**config.mk**
```make
export PLATFORM = sky130hd
export DESIGN_NAME = int_sop_chain_acc
export DESIGN_NICKNAME = d
export VERILOG_FILES = /design/src/rtl/int_sop_chain_acc.sv
export SDC_FILE = /design/constraint.sdc
export NUM_CORES = 2
export LEC_CHECK = 0
export BUFFER_PORTS_ARGS = -buffer_cell sky130_fd_sc_hd__buf_4
export CORE_MARGIN = 2
export CORE_UTILIZATION = 40
export CTS_BUF_LIST = sky130_fd_sc_hd__clkbuf_4
export DETAILED_ROUTE_END_ITERATION = 16
export SETUP_SLACK_MARGIN = 0.4
export SLEW_MARGIN = 20
export SYNTH_ARGS = -nofsm -noshare
export SYNTH_HDL_FRONTEND = slang
export SYNTH_SLANG_ARGS = --single-unit
export TNS_END_PERCENT = 10
```
**constraint.sdc**
```tcl
create_clock -name clk -period 6.6 [get_ports clk]
set_input_delay 1.32 -clock clk [delete_from_list [all_inputs] [get_ports clk]]
set_output_delay 1.32 -clock clk [all_outputs]
set_load 0.005 [all_outputs]
```
**src/rtl/int_sop_chain_acc.sv**
```systemverilog
// int_sop_chain_acc
//   Cascade of STAGES integer sum-of-products slices (LANES multiplies each). Per-stage lane
//   sums ripple down a registered chain seeded from chain_in; the chain total feeds an
//   accumulator with sticky overflow detection.
// Ports
//   clk          rising-edge clock
//   reset        synchronous active-high reset
//   in_valid     beat qualifier for all inputs
//   signed_mode  1: two's-complement operands/products, 0: unsigned
//   acc_en       1: accumulate beat total into result
//   acc_clear    1: beat starts a new accumulation (load, clear overflow)
//   x_flat       operand x, lane l of stage s at [(s*LANES+l)*DATA_W +: DATA_W]
//   y_flat       operand y, same packing
//   chain_in     external chain seed added at stage 0
//   result       accumulator / chain total
//   out_valid    result updated this cycle
//   overflow     sticky accumulator overflow flag
// Latency: beat sampled at edge T appears at edge T+STAGES+3
//   (input reg, product reg, lane-sum reg, STAGES chain regs, accumulator reg).
module int_sop_chain_acc #(
  parameter int unsigned DATA_W = 9,
  parameter int unsigned LANES  = 4,
  parameter int unsigned STAGES = 2,
  parameter int unsigned ACC_W  = 64
) (
  input  logic                             clk,
  input  logic                             reset,
  input  logic                             in_valid,
  input  logic                             signed_mode,
  input  logic                             acc_en,
  input  logic                             acc_clear,
  input  logic [STAGES*LANES*DATA_W-1:0]   x_flat,
  input  logic [STAGES*LANES*DATA_W-1:0]   y_flat,
  input  logic [ACC_W-1:0]                 chain_in,
  output logic [ACC_W-1:0]                 result,
  output logic                             out_valid,
  output logic                             overflow
);

  localparam int unsigned NP = STAGES * LANES;
  localparam int unsigned PW = 2 * DATA_W;
  // Control travels alongside data: input, product, lane-sum, then one slot per chain stage.
  localparam int unsigned NC = STAGES + 3;

  // Full-width product, sign- or zero-extended to the chain width.
  function automatic logic [ACC_W-1:0] mul_ext(input logic [DATA_W-1:0] a,
                                               input logic [DATA_W-1:0] b,
                                               input logic              sm);
    logic signed [PW-1:0] ps;
    logic        [PW-1:0] pu;
    ps = $signed(a) * $signed(b);
    pu = a * b;
    if (sm) mul_ext = {{(ACC_W - PW){ps[PW-1]}}, ps};
    else    mul_ext = {{(ACC_W - PW){1'b0}}, pu};
  endfunction

  logic [NC-1:0]             v_q, sm_q, ae_q, ac_q;
  logic [NP*DATA_W-1:0]      x_q, y_q;
  logic [ACC_W-1:0]          cin_q [3];
  logic [ACC_W-1:0]          prod_q [NP];
  logic [ACC_W-1:0]          lsum_d [STAGES];
  logic [ACC_W-1:0]          stage_add [STAGES];
  logic [ACC_W-1:0]          chain_q [STAGES];

  // Input register, control pipeline, product register, chain seed delay.
  always_ff @(posedge clk) begin
    if (reset) begin
      v_q   <= '0;
      sm_q  <= '0;
      ae_q  <= '0;
      ac_q  <= '0;
      x_q   <= '0;
      y_q   <= '0;
      for (int i = 0; i < 3; i++) cin_q[i] <= '0;
      for (int i = 0; i < int'(NP); i++) prod_q[i] <= '0;
    end else begin
      v_q   <= {v_q[NC-2:0], in_valid};
      sm_q  <= {sm_q[NC-2:0], signed_mode};
      ae_q  <= {ae_q[NC-2:0], acc_en};
      ac_q  <= {ac_q[NC-2:0], acc_clear};
      x_q   <= x_flat;
      y_q   <= y_flat;
      cin_q[0] <= chain_in;
      cin_q[1] <= cin_q[0];
      cin_q[2] <= cin_q[1];
      for (int i = 0; i < int'(NP); i++) begin
        prod_q[i] <= mul_ext(x_q[i*DATA_W +: DATA_W], y_q[i*DATA_W +: DATA_W], sm_q[0]);
      end
    end
  end

  always_comb begin
    for (int s = 0; s < int'(STAGES); s++) begin
      lsum_d[s] = '0;
      for (int l = 0; l < int'(LANES); l++) begin
        lsum_d[s] = lsum_d[s] + prod_q[s*LANES + l];
      end
    end
  end

  // Stage s lane sum is delayed s extra cycles so it meets the chain carrying the same beat.
  for (genvar s = 0; s < STAGES; s++) begin : g_stage
    logic [ACC_W-1:0] dly_q [s+1];

    always_ff @(posedge clk) begin
      if (reset) begin
        for (int k = 0; k <= s; k++) dly_q[k] <= '0;
      end else begin
        dly_q[0] <= lsum_d[s];
        for (int k = 1; k <= s; k++) dly_q[k] <= dly_q[k-1];
      end
    end

    assign stage_add[s] = dly_q[s];
  end

  always_ff @(posedge clk) begin
    if (reset) begin
      for (int s = 0; s < int'(STAGES); s++) chain_q[s] <= '0;
    end else begin
      chain_q[0] <= cin_q[2] + stage_add[0];
      for (int s = 1; s < int'(STAGES); s++) chain_q[s] <= chain_q[s-1] + stage_add[s];
    end
  end

  // Accumulator with overflow on accumulate beats only.
  logic [ACC_W-1:0] total;
  logic [ACC_W:0]   sum_ext;
  logic             ovf_now;

  always_comb begin
    total   = chain_q[STAGES-1];
    sum_ext = {1'b0, result} + {1'b0, total};
    if (sm_q[NC-1]) begin
      ovf_now = (result[ACC_W-1] == total[ACC_W-1]) &&
                (sum_ext[ACC_W-1] != result[ACC_W-1]);
    end else begin
      ovf_now = sum_ext[ACC_W];
    end
  end

  always_ff @(posedge clk) begin
    if (reset) begin
      result    <= '0;
      out_valid <= 1'b0;
      overflow  <= 1'b0;
    end else begin
      out_valid <= v_q[NC-1];
      if (v_q[NC-1]) begin
        if (!ae_q[NC-1]) begin
          result <= total;
          if (ac_q[NC-1]) overflow <= 1'b0;
        end else if (ac_q[NC-1]) begin
          result   <= total;
          overflow <= 1'b0;
        end else begin
          result   <= sum_ext[ACC_W-1:0];
          overflow <= overflow | ovf_now;
        end
      end
    end
  end

endmodule

```
# Word-level counts from Yosys, hierarchy flattened
# Memories as Yosys holds them, arrays and structs flattened.
# Cells that the tools add are included.
# totals
ram_bits,1024
reg_bits,230
in_bits,214
output_inout_bits,66
mem_count,5
# mem_list
name,depth,word_bits,read_ports,rd_ports_with_merged_regs,wr,line_no,source
prod_q,8,64,8,0,8,60,logic [ACC_W-1:0] prod_q [NP];
cin_q,3,64,3,0,3,59,logic [ACC_W-1:0] cin_q [3];
chain_q,2,64,2,0,2,63,logic [ACC_W-1:0] chain_q [STAGES];
g_stage[1].dly_q,2,64,2,0,2,103,logic [ACC_W-1:0] dly_q [s+1];
g_stage[0].dly_q,1,64,1,0,1,103,
# classes
n_mul,16
n_bitwise,16
n_mux,42
addsub,9
reduce_logical,4
eq_ne,2
# ops
cell,count
two-way mux 64 bit,34
adder 64 bit,8
multiplier 9 x 9 -> 18 bit,16
adder 64 x 64 -> 65 bit,1
OR reduction 64 bit,1
bitwise OR 1 bit,16
two-way mux 1 bit,8
AND reduction 2 bit,1
nonzero test 2 bit,1
== test 1 bit,1
logical AND 1 bit,1
inequality test 1 bit,1

# Logic depth before layout (Yosys ltp)
# depth
word_depth,7
depth_mapped,24

# Least setup slack after synthesis
# OpenSTA, ideal clock, no wires.
# synth_path
path_kind,register -> register
startpoint,reg x_q[33]
endpoint,"mem prod_q[3][17], in the netlist prod_q[0][209]"
required_time_ns,6.473
t_arrival_ns,5.076
path_buffers,1
period_less_slack_ns,5.203
setup_ns,0.127
path_slack_ns,1.397
path_stages_with_launch,23
cell_sequence,dfxtp_1 clkbuf_1 nand2_1 fa_1 inv_1 fa_1 ha_1 inv_1 fa_1 inv_1 ha_1 fa_1 nor2b_1 o21ai_0 a21boi_0 o21ai_0 nand2b_1 a21o_1 a21o_1 a31oi_1 o21ai_0 mux2i_1 or3_1
# synth_lines
item,line_no,source
from (decl),58,"logic [NP*DATA_W-1:0] x_q, y_q;"
from (signal assigned),81,x_q <= x_flat;
to (decl),60,

==> qor.json <==
{
  "logic_synthesis": {
    "synthMostInstantiatedCell": "sky130_fd_sc_hd__inv_1",
    "postSynthAreaPerCell_sq_um": 9.09,
    "yosys_warning_count": 0,
    "ys_ff_latch": 894,
    "yosysSeqAreaShare_pct": 23.8,
    "async_flop_share_pct": 0,
    "netlist.area_leader.share_pct": 23.8,
    "ys_top_cells_by_count": "sky130_fd_sc_hd__inv_1 (1224), sky130_fd_sc_hd__dfxtp_1 (894), sky130_fd_sc_hd__fa_1 (889)",
    "syn_nets": 10068,
    "synth_area_leaders": "sky130_fd_sc_hd__dfxtp_1 (24%), sky130_fd_sc_hd__fa_1 (24%), sky130_fd_sc_hd__ha_1 (12%)",
    "yosys_most_used_dff": "sky130_fd_sc_hd__dfxtp_1",
    "synth_area_sq_um": 75100,
    "post_synth_edffs": 0,
    "post_synth_num_cell_types": 88,
    "post-synth-top-area-cell": "sky130_fd_sc_hd__dfxtp_1",
    "cell_count_after_synthesis": 8261
  },
  "pwr": {
    "power.density_cell_area_nw_per_um2": 212,
    "static-leakage-power_nw": 40.2,
    "p_sw_mw": 6.43,
    "power.switching_fraction_pct": 36.8,
    "pwr-share-seq_pct": 37.2,
    "p_comb_share_pct": 34.8,
    "power.internal_mw": 11.1,
    "worst_ir_drop_vdd_v": 0.000160,
    "power.share.clock_pct": 28.1
  },
  "run_status": {
    "violated_checks": "design-rule violations",
    "result_of_the_run": "finished with violations"
  },
  "cts": {
    "cts-root-to-sink-buffers": 3,
    "cts_root_buffer": "sky130_fd_sc_hd__clkbuf_4",
    "cts_tree": "done",
    "post_cts_buffers": 0,
    "cts_buffers": 241,
    "htreeDepth": 4,
    "cts_sinks": 894,
    "hold_buffers": 0,
    "cts-resized-gates": 0,
    "cts.reportedPaths.clkPinSlew_ns": 0.07,
    "clock_insertion_delay_worst_skew_ns": 1.31
  },
  "global_route": {
    "grt_antenna_before_repair": 5,
    "first_pass_grt_wire_length_um": 311000,
    "number_of_global_route_vias_before_repair": 58671,
    "grt_max_degree": 190,
    "globalRouteTotalUtil_pct": 20.3,
    "globalRoute.totalOverflow": 0
  },
  "drt": {
    "detail_route.iter0.violations": 2665,
    "initial_drt_pass_iterations": 12,
    "num_vias": 55167,
    "antenna_violating_nets_post_route": 0,
    "detail_route.wirelength_um": 192000,
    "detail_route.drc_violations": 1,
    "wire_per_inst_um": 17.3,
    "drt-vias-per-instance": 4.94
  },
  "critical_path": {
    "type_of_origin_of_the_critical_path": "flip-flop",
    "required_time_of_the_critical_path_ns": 7.74,
    "cp.arrival_ns": 6.85,
    "critical_path.endpoint_type": "flip-flop",
    "worst-path-max-fanout": 10,
    "path_class": "reg -> reg",
    "crit_chain": "nand2_1 > fa_1 > inv_1 > fa_1 > ha_1 > inv_1 > fa_1 > inv_1 > ha_1 > inv_1 > fa_1 > nor2b_1 > o21ai_0 > a21boi_0 > o21ai_0 > a21boi_0 > o21ai_0 > a21boi_0 > o21ai_0 > a21oi_1 > xnor2_1 > o22ai_1",
    "timing.critical_path.slowest_stage_cell": "sky130_fd_sc_hd__dfxtp_1",
    "cpPeakStageDelay_ns": 0.58
  },
  "floorplanning": {
    "chipWidth_um": 437,
    "start_util_pct": 40.1,
    "ios": 280,
    "fp.coreArea_sq_um": 187000,
    "die-height_um": 437,
    "placement_rows": 159,
    "die_ar_sq_um": 191000
  },
  "final_layout": {
    "fin_util_pct": 44.0,
    "final_net_count": 10292,
    "layout-area-overhead-vs-synth_pct": 9.66,
    "layout-drive-gt1-share_pct": 8.43,
    "fill_cells": 18341
  },
  "sta": {
    "timing_hold_violations_final": 0,
    "report.final.slew_viol_count": 0,
    "rsz0062_at_grt": "yes",
    "layout_worst_path_cycle_share_pct": 86.6,
    "finClkSkew_ns": 0.0690,
    "report.final.setup_viol": 0,
    "maxClockFrequency_mhz": 175,
    "tightestPinTransition_ns": 1.07,
    "totalNegativeSetupSlack_ns": 0,
    "layout_setup_ws_ns": 0.887,
    "fin_crit_ns": 5.71,
    "relSlewSlack_pct": 28.6
  },
  "placed_design": {
    "post-dp-hpwl_um": 156000,
    "port_buffers": 279,
    "place_congestion": 0.926,
    "detailedPlace.worstSlack_ns": 0.896
  },
  "worst_hold_path": {
    "min-delay-path-class": "in -> reg"
  },
  "run": {
    "max-cap-violations": 0
  }
}
-- critical path: cells and delay by family (launching register included) --
family,cells,cell delay [ns]
buffers and inverters,4,0.21
XOR/XNOR,1,0.16
flip-flops,1,0.58
AO/OA/AOI/OAI,9,1.74
AND/OR/NAND/NOR,2,0.28
adder cells (fa/ha/maj),6,2.56
-- layout by cell type, fill, tap and decap left out, types with 12 or more instances in the layout --
cell type,count
sky130_fd_sc_hd__a21boi_0,46
sky130_fd_sc_hd__o21a_1,34
sky130_fd_sc_hd__and3_1,42
sky130_fd_sc_hd__clkinv_2,23
sky130_fd_sc_hd__o22ai_1,36
sky130_fd_sc_hd__dfxtp_1,891
sky130_fd_sc_hd__a21oi_1,375
sky130_fd_sc_hd__fa_1,889
sky130_fd_sc_hd__o21bai_1,50
sky130_fd_sc_hd__o21ai_1,14
sky130_fd_sc_hd__a311oi_1,40
sky130_fd_sc_hd__nor3_1,91
sky130_fd_sc_hd__nand4_1,48
sky130_fd_sc_hd__a211oi_1,36
sky130_fd_sc_hd__mux2i_1,16
sky130_fd_sc_hd__clkbuf_4,323
sky130_fd_sc_hd__a211o_1,17
sky130_fd_sc_hd__diode_2,12
sky130_fd_sc_hd__a31o_2,12
sky130_fd_sc_hd__or3_1,35
sky130_fd_sc_hd__xnor2_1,264
sky130_fd_sc_hd__nor2_1,547
sky130_fd_sc_hd__inv_1,1223
sky130_fd_sc_hd__nand2_1,639
sky130_fd_sc_hd__o21ai_0,238
sky130_fd_sc_hd__nand3_1,58
sky130_fd_sc_hd__or2_2,13
sky130_fd_sc_hd__o211ai_1,21
sky130_fd_sc_hd__ha_1,704
sky130_fd_sc_hd__and2_1,336
sky130_fd_sc_hd__o31ai_1,18
sky130_fd_sc_hd__nand2b_1,105
sky130_fd_sc_hd__clkinv_1,46
sky130_fd_sc_hd__a21o_1,175
sky130_fd_sc_hd__nor2b_1,585
sky130_fd_sc_hd__xor2_1,119
sky130_fd_sc_hd__a31oi_1,36
sky130_fd_sc_hd__buf_4,292
-- per-stage QoR --
| step | area, sq um | std cells | hold slack [ns] | total power [mW] |
|---|---|---|---|---|
| 5_1_grt | 82400 | 11153 | 0.0891 | 18.9 |
| 4_1_cts | 82400 | 11145 | 0.0361 | 17.8 |
| 3_3_place_gp | 79400 | 10737 | 0.419 | 12.7 |
| 3_5_place_dp | 79400 | 10737 | 0.420 | 12.7 |
| 6_report | 82400 | 11157 | 0.225 | 17.5 |
| 2_1_floorplan | 75100 | 8261 | 0.414 | 10.9 |
-- cells by family (layout without fill, tap and decap cells) --
kind of cell / count (synthesis) / in the layout / share of synthesized area (%)
other: 0 / 12 / 0
AOI/OAI and AO/OA: 1258 / 1258 / 10.9
xor gates and xnor gates: 383 / 383 / 4.46
muxes: 32 / 32 / 0.453
adders and majority gates: 1599 / 1599 / 35.5
DFF: 894 / 894 / 23.8
buffers and inverters: 1540 / 1929 / 7.71
and+or+nand+nor: 2555 / 2555 / 17.2
-- sequential cells by signal (all words and copies together) (netlist names) --
register and count:
ac_q 5, ae_q 5, chain_q 128, cin_q 192, g_stage.dly_q 192, out_valid 1, overflow 1, prod_q 152
result 64, sm_q 5, v_q 5, x_q 72, y_q 72
-- power groups by stage --
stage               Combinational (mW)  Clock, mW  Sequential [mW]
finish                            6.08       4.91             6.50
global placement                  6.03          0             6.62
detailed placement                6.08          0             6.63
floorplan                         4.60          0             6.31
global route                      6.91       5.41             6.56
CTS                               6.15       5.15             6.51
-- final timing paths --
| kind | to | from | slack (ns) | depth (start not counted) |
|---|---|---|---|---|
| hold / removal | y_q[8]$_SDFF_PP0_ | y_flat[8] | 0.23 | 2 |
| setup / recovery | prod_q[0][81]$_SDFF_PP0_ | x_q[15]$_SDFF_PP0_ | 0.89 | 22 |
| setup reg to reg | prod_q[0][81]$_SDFF_PP0_ | x_q[15]$_SDFF_PP0_ | 0.89 | 22 |
| hold reg to reg | g_stage[1].dly_q[0][89]$_SDFF_PP0_ | g_stage[1].dly_q[0][25]$_SDFF_PP0_ | 0.40 | 1 |
-- layer usage --
layer	up-vias	global-route usage (%)	part of all wire [%]	wire length [um]
met2	1056	34.5	48	92600
li1	26944	-	-	-
met4	2	7.32	3.2	6250
met3	290	2.80	3.7	7170
met1	26875	26.3	45	86400
met5	-	0	0.0088	17
-- area by class of cell --
type                            instances  area, sq um  area share [%]
Tap cell                             2495         3120            3.79
Antenna cell                           12         30.0          0.0364
Clock inverter                         85          574           0.697
Sequential cell                       894        17900            21.7
Timing Repair Buffer                  297         2290            2.78
Clock buffer                          323         2420            2.94
Multi-Input combinational cell       5827        51500            62.4
Inverter                             1224         4590            5.58
No activity file was read; power rests on OpenSTA's default activity.
